==> src/rtl/reg_update_scheduler_pkg.sv <==
// rtl/reg_update_scheduler_pkg.sv - shared register map, width defaults and scheduler state type
package reg_update_scheduler_pkg;

   localparam int ADDR_W_DEF = 4;
   localparam int DATA_W_DEF = 12;

   // live register bank addresses, numbered as the 4-bit SPI command codes
   localparam logic [ADDR_W_DEF-1:0] REG_SKY    = 4'd0;
   localparam logic [ADDR_W_DEF-1:0] REG_FLOOR  = 4'd1;
   localparam logic [ADDR_W_DEF-1:0] REG_LEAK   = 4'd2;
   localparam logic [ADDR_W_DEF-1:0] REG_OTHER  = 4'd3;
   localparam logic [ADDR_W_DEF-1:0] REG_VSHIFT = 4'd4;
   localparam logic [ADDR_W_DEF-1:0] REG_VINF   = 4'd5;

   typedef enum logic [1:0] {
      ST_IDLE  = 2'd0,
      ST_DRAIN = 2'd1,
      ST_IMM   = 2'd2
   } sched_state_t;

endpackage

==> src/rtl/reg_update_scheduler_sync_fifo.sv <==
// rtl/reg_update_scheduler_sync_fifo.sv - single-clock FIFO with occupancy count
module sync_fifo #(
   parameter int WIDTH = 16,
   parameter int DEPTH = 4
) (
   input  logic                   clk,
   input  logic                   reset,
   input  logic                   push,
   input  logic [WIDTH-1:0]       push_data,
   input  logic                   pop,
   output logic [WIDTH-1:0]       pop_data,
   output logic                   full,
   output logic                   empty,
   output logic [$clog2(DEPTH):0] count
);
   localparam int PW = $clog2(DEPTH);

   logic [WIDTH-1:0] mem [DEPTH];
   logic [PW-1:0]    wr_ptr;
   logic [PW-1:0]    rd_ptr;
   logic             do_push;
   logic             do_pop;

   // full is taken from the registered count, so a same-cycle pop never frees a slot early
   assign full     = (count == (PW+1)'(DEPTH));
   assign empty    = (count == '0);
   assign do_push  = push & ~full;
   assign do_pop   = pop & ~empty;
   assign pop_data = mem[rd_ptr];

   // pointer and occupancy update; pointers wrap naturally because DEPTH is a power of 2
   always_ff @(posedge clk) begin
      if (reset) begin
         wr_ptr <= '0;
         rd_ptr <= '0;
         count  <= '0;
      end else begin
         if (do_push) wr_ptr <= wr_ptr + PW'(1);
         if (do_pop)  rd_ptr <= rd_ptr + PW'(1);
         case ({do_push, do_pop})
            2'b10:   count <= count + (PW+1)'(1);
            2'b01:   count <= count - (PW+1)'(1);
            default: count <= count;
         endcase
      end
   end

   // storage array; contents are don't-care until written, so it carries no reset
   always_ff @(posedge clk) begin
      if (do_push) mem[wr_ptr] <= push_data;
   end

endmodule

==> src/rtl/reg_update_scheduler.sv <==
// rtl/reg_update_scheduler.sv - two-port register write queue drained in vblank or immediately
module reg_update_scheduler
   import reg_update_scheduler_pkg::*;
#(
   parameter int ADDR_W    = ADDR_W_DEF,
   parameter int DATA_W    = DATA_W_DEF,
   parameter int DEPTH     = 4,
   parameter int DRAIN_MAX = 4
) (
   input  logic                   clk,
   input  logic                   reset,
   input  logic                   i_req0_valid,
   input  logic [ADDR_W-1:0]      i_req0_addr,
   input  logic [DATA_W-1:0]      i_req0_data,
   output logic                   o_req0_ready,
   input  logic                   i_req1_valid,
   input  logic [ADDR_W-1:0]      i_req1_addr,
   input  logic [DATA_W-1:0]      i_req1_data,
   output logic                   o_req1_ready,
   input  logic                   i_vblank_start,
   input  logic                   i_vblank,
   input  logic                   i_immediate,
   output logic                   o_wr_en,
   output logic [ADDR_W-1:0]      o_wr_addr,
   output logic [DATA_W-1:0]      o_wr_data,
   output logic [$clog2(DEPTH):0] o_pending,
   output logic                   o_full
);
   localparam int CW = $clog2(DEPTH) + 1;
   localparam int EW = ADDR_W + DATA_W;

   sched_state_t   state;
   sched_state_t   state_nxt;
   logic [CW-1:0]  drain_cnt;
   logic [CW-1:0]  drain_cnt_nxt;
   logic           rr_last;
   logic           both;
   logic           grant0;
   logic           grant1;
   logic           push;
   logic           pop;
   logic           empty;
   logic [EW-1:0]  push_data;
   logic [EW-1:0]  head;

   // round-robin: on a tie the port that did not win last time gets the slot
   assign both         = i_req0_valid & i_req1_valid;
   assign o_req0_ready = ~o_full & (~both | rr_last);
   assign o_req1_ready = ~o_full & (~both | ~rr_last);
   assign grant0       = i_req0_valid & o_req0_ready;
   assign grant1       = i_req1_valid & o_req1_ready;
   assign push         = grant0 | grant1;
   assign push_data    = grant0 ? {i_req0_addr, i_req0_data} : {i_req1_addr, i_req1_data};

   sync_fifo #(
      .WIDTH (EW),
      .DEPTH (DEPTH)
   ) u_fifo (
      .clk       (clk),
      .reset     (reset),
      .push      (push),
      .push_data (push_data),
      .pop       (pop),
      .pop_data  (head),
      .full      (o_full),
      .empty     (empty),
      .count     (o_pending)
   );

   // next-state and pop decision; immediate mode pops from IDLE so an empty queue costs only 2 clocks
   always_comb begin
      state_nxt     = state;
      drain_cnt_nxt = drain_cnt;
      pop           = 1'b0;
      case (state)
         ST_IDLE: begin
            if (i_immediate & ~empty) begin
               pop       = 1'b1;
               state_nxt = ST_IMM;
            end else if (i_vblank_start & ~empty) begin
               state_nxt     = ST_DRAIN;
               drain_cnt_nxt = '0;
            end
         end
         ST_DRAIN: begin
            if (i_vblank & ~empty & (drain_cnt < CW'(DRAIN_MAX))) begin
               pop           = 1'b1;
               drain_cnt_nxt = drain_cnt + CW'(1);
            end else begin
               state_nxt = ST_IDLE;
            end
         end
         ST_IMM: begin
            if (i_immediate & ~empty) pop = 1'b1;
            else                      state_nxt = ST_IDLE;
         end
         default: state_nxt = ST_IDLE;
      endcase
   end

   // state, drain budget and arbiter history
   always_ff @(posedge clk) begin
      if (reset) begin
         state     <= ST_IDLE;
         drain_cnt <= '0;
         rr_last   <= 1'b1;
      end else begin
         state     <= state_nxt;
         drain_cnt <= drain_cnt_nxt;
         if (grant0)      rr_last <= 1'b0;
         else if (grant1) rr_last <= 1'b1;
      end
   end

   // register-bank write port: strobe for one clock after a pop, address/data hold otherwise
   always_ff @(posedge clk) begin
      if (reset) begin
         o_wr_en   <= 1'b0;
         o_wr_addr <= '0;
         o_wr_data <= '0;
      end else begin
         o_wr_en <= pop;
         if (pop) {o_wr_addr, o_wr_data} <= head;
      end
   end

endmodule
==> config.mk <==
export PLATFORM = sky130hd
export DESIGN_NAME = reg_update_scheduler
export DESIGN_NICKNAME = d
export VERILOG_FILES = /design/src/rtl/reg_update_scheduler_pkg.sv /design/src/rtl/reg_update_scheduler_sync_fifo.sv /design/src/rtl/reg_update_scheduler.sv
export SDC_FILE = /design/constraint.sdc
export NUM_CORES = 1
export LEC_CHECK = 0
export BUFFER_PORTS_ARGS = -buffer_cell sky130_fd_sc_hd__buf_2
export CORE_ASPECT_RATIO = 1.1
export CORE_MARGIN = 2
export CORE_UTILIZATION = 30
export CTS_CLUSTER_SIZE = 24
export DETAILED_ROUTE_END_ITERATION = 10
export PLACE_DENSITY = 0.57
export SYNTH_ARGS = -nofsm -noshare
export SYNTH_HDL_FRONTEND = slang
export SYNTH_HIERARCHICAL = 1
export SYNTH_SLANG_ARGS = --single-unit
==> constraint.sdc <==
create_clock -name clk -period 5.6 [get_ports clk]
set_input_delay 1.12 -clock clk [delete_from_list [all_inputs] [get_ports clk]]
set_output_delay 1.12 -clock clk [all_outputs]
set_load 0.05 [all_outputs]
==> qor.yml <==
status: "finished, final reports clean"
hold_viol: 0
timing.max_cap.violations: 0
max_slew.worst_pin.slew_ps: 1044
max_clock_freq_mhz: 335.4
synthXorXnorAreaFrac_pct: 0.6565
synthArstFlopShare_pct: 0
p_int_mw: 1.602
yosysMostFrequentCell: "edfxtp_1"
synth_common_cells: "64 x edfxtp_1, 32 x dfxtp_1, 27 x nor2_1"
nets: 355
hold_buffers: 0
critPathLaunchType: "input pin"
seqPwrFrac_pct: 43.6
cts-buffers-inserted: 9
yosysTopAreaCell: "edfxtp_1"
first_pass_iters: 4
slew_headroom_pct: 30.28
ys_seq_elements: 96
cp_max_fo: 19
setup_viol: 0
use_met1_pct: 12.63
grt_usage_pct: 10.27
report.final.slew_viol_count: 0
r2r-start: "u_fifo/count[0]"
rsz0062_at_grt: "no"
seq_area_frac_synth_pct: 64.02
worstSetupEndpoint: "u_fifo/count[2]"
path_class: "in -> reg"
synth.area.top_cells: "edfxtp_1 48%, dfxtp_1 16%, mux4_2 5.6%"
p_comb_share_pct: 28.9
synth_top_family_by_area: "multiplexers"
synth-edff-count: 64
reg2reg_depth: 11
yosysTopAreaCellShare_pct: 48.02
routed_wl_um: 7033
synthFlopType: "edfxtp_1"
stdcell_count: 475
slowest_stage: "fa_1"
critical_path.most_common_cell: "inv_1"
end_kind: "register"
cts_repair_resize_count: 0
numPortBuffers: 61
clk_latency_ps: 330
regToRegEndpoint: "u_fifo/count[2]"
initial_utilization_pct: 30.55
place_area_um2: 4410
core_um2: 13100
drt-initial-drc-count: 113
tritoncts: "yes"
tns_ps: 0
fp-row-count: 44
grt-ovfl-total: 0
io_pins: 62
avgSynthCellArea_um2: 16.20
switchingPower_mw: 0.7819
reg2reg_slack_ps: 3000
synthAdderAreaFrac_pct: 2.376
grt.busiest_layer: "met2"
die_h_um: 125.1
crit_arrival_ps: 3240
via_per_inst: 4.596
grt_pass1_wl_um: 11250
drc: 0
netlist_instances: 247
place_congestion: 0.7579
fin_crit_sh_pct: 53.23
yosys_warnings: 6
clkPwrFrac_pct: 27.5
area_growth_pct: 18.35
vias: 2183
syn_nets: 293
hp-class: "reg -> reg"
dp_hpwl_um: 4602
crit_required_ps: 5860
antenna_found_initial: 0
use_met2_pct: 17.54
wire_per_inst_um: 14.81
layout-drive-gt1-share_pct: 34.71
dpl.cell_count: 459
netlist_area_um2: 4003
crit_start: "i_vblank"
root_buffer: "clkbuf_16"
n_fill_cell: 1267
peakVddDrop_mv: 0.1828
max_stage_delay_ps: 370
stdcell_area_um2: 4737
ys_types: 39
timing.hold.ws_ps: 491.6
power.density_nw_per_um2: 503.2
clock_skew_ps: 8.363
die-area_um2: 14280
crit_chain: "buf_2, nand4bb_4, a21oi_2, buf_4, o31ai_1, inv_1, ha_1, inv_1, fa_1, xor2_1, or3_1, a21oi_1"
power.leakage_nw: 1.796
n_antenna_cell: 0
fin_crit_ps: 2981
synth-simple-area-share_pct: 7.158
cts.sinks: 96
clockBufferDepth: 2
die_width_um: 114.1
htreeDepth: 3
ant_nets: 0
path_clk_slew_ps: 70
synth_compound_area_share_pct: 3.032
grt_pass1_vias: 2194
cts_setup_buffers: 0
grt.met3_usage_pct: 2.472
p_sw_share_pct: 32.80
grt_start_max_net_pins: 31
synthMuxAreaShare_pct: 19.26
flip-flops by register name, indices dropped and copies added (netlist names), named ones only:
| signal | flops |
|---|---|
| u_fifo/mem | 64 |
| o_wr_addr | 4 |
| rr_last | 1 |
| o_wr_data | 12 |
| u_fifo/rd_ptr | 2 |
| u_fifo/count | 3 |
| state | 2 |
| drain_cnt | 3 |
| u_fifo/wr_ptr | 2 |
| o_wr_en | 1 |
cells in the final DEF (no fill, tap or decap), types with 3 or more instances in the layout:
master / instances
o21ai_0: 3
dfxtp_1: 32
mux2i_1: 17
nand2b_1: 5
mux4_1: 6
nor2_1: 27
edfxtp_1: 64
mux4_2: 10
clkbuf_16: 9
buf_2: 61
xor2_1: 3
mux2_4: 10
or3_1: 3
mux2_2: 6
and2_1: 4
inv_1: 9
a21oi_1: 9
ha_1: 6
final cells by class:
cell class / instances / area, um^2 / area share [%]
clock buffers: 9 / 225.2 / 4.754
well taps: 161 / 201.4 / 4.253
clock inverters: 7 / 101.3 / 2.139
multi-input cells: 131 / 1300 / 27.44
repair buffers: 62 / 312.8 / 6.603
inverters: 9 / 33.78 / 0.7132
flip-flops and latches: 96 / 2562 / 54.09
how the worst min path moves through the flow:
| stage | end | slack, ps | cells after the start | start |
|---|---|---|---|---|
| after detailed placement | u_fifo/rd_ptr[1] | 490 | 2 | u_fifo/rd_ptr[1] |
| after CTS | register | 490 | 2 | u_fifo/rd_ptr[1] |
| final | register | 490 | 2 | u_fifo/rd_ptr[1] |
| after global routing | register | 530 | 2 | u_fifo/rd_ptr[1] |
| after floorplan | register | 460 | 2 | u_fifo/rd_ptr[1] |
| after global placement | u_fifo/rd_ptr[1] | 480 | 2 | u_fifo/rd_ptr[1] |
logic make-up (layout without fill, tap and decap cells):
logic type,Yosys count,in the layout
flops,96,96
simple gates,52,52
mux,49,49
compound gates,20,20
buf+inv,20,87
fa+ha+maj,7,7
xor+xnor,3,3
layer usage:
layer | routed length, um | vias to the layer above
li1 | - | 1049
met1 | 3161 | 1086
met2 | 3584 | 46
met3 | 252 | 2
met4 | 35 | 0
met5 | 0 | -
critical path, delay by kind of cell:
kind                     cells  cell delay [ps]
buffers and inverters        4              560
adder cells (fa/ha/maj)      2              540
AO/OA/AOI/OAI                3              430
AND/OR/NAND/NOR              2              430
XOR/XNOR                     1              160
per-stage QoR:
| step | power, mW | setup WS, ps | utilization (%) |
|---|---|---|---|
| after global routing | 2.510 | 2442 | 36.15 |
| after detailed placement | 1.759 | 2277 | 33.66 |
| after global placement | 1.743 | 2313 | 33.66 |
| after CTS | 2.417 | 2614 | 36.15 |
| final | 2.384 | 2619 | 36.15 |
| after floorplan | 1.609 | 2360 | - |
power by group through the flow:
stage | registers (mW) | logic (mW) | clock network [mW]
after floorplan | 1.17 | 0.440 | 0
after global placement | 1.05 | 0.688 | 0
after detailed placement | 1.06 | 0.699 | 0
after CTS | 1.05 | 0.700 | 0.672
after global routing | 1.06 | 0.748 | 0.700
final | 1.04 | 0.689 | 0.656
Note: power is estimated with default switching activity, not from simulation.
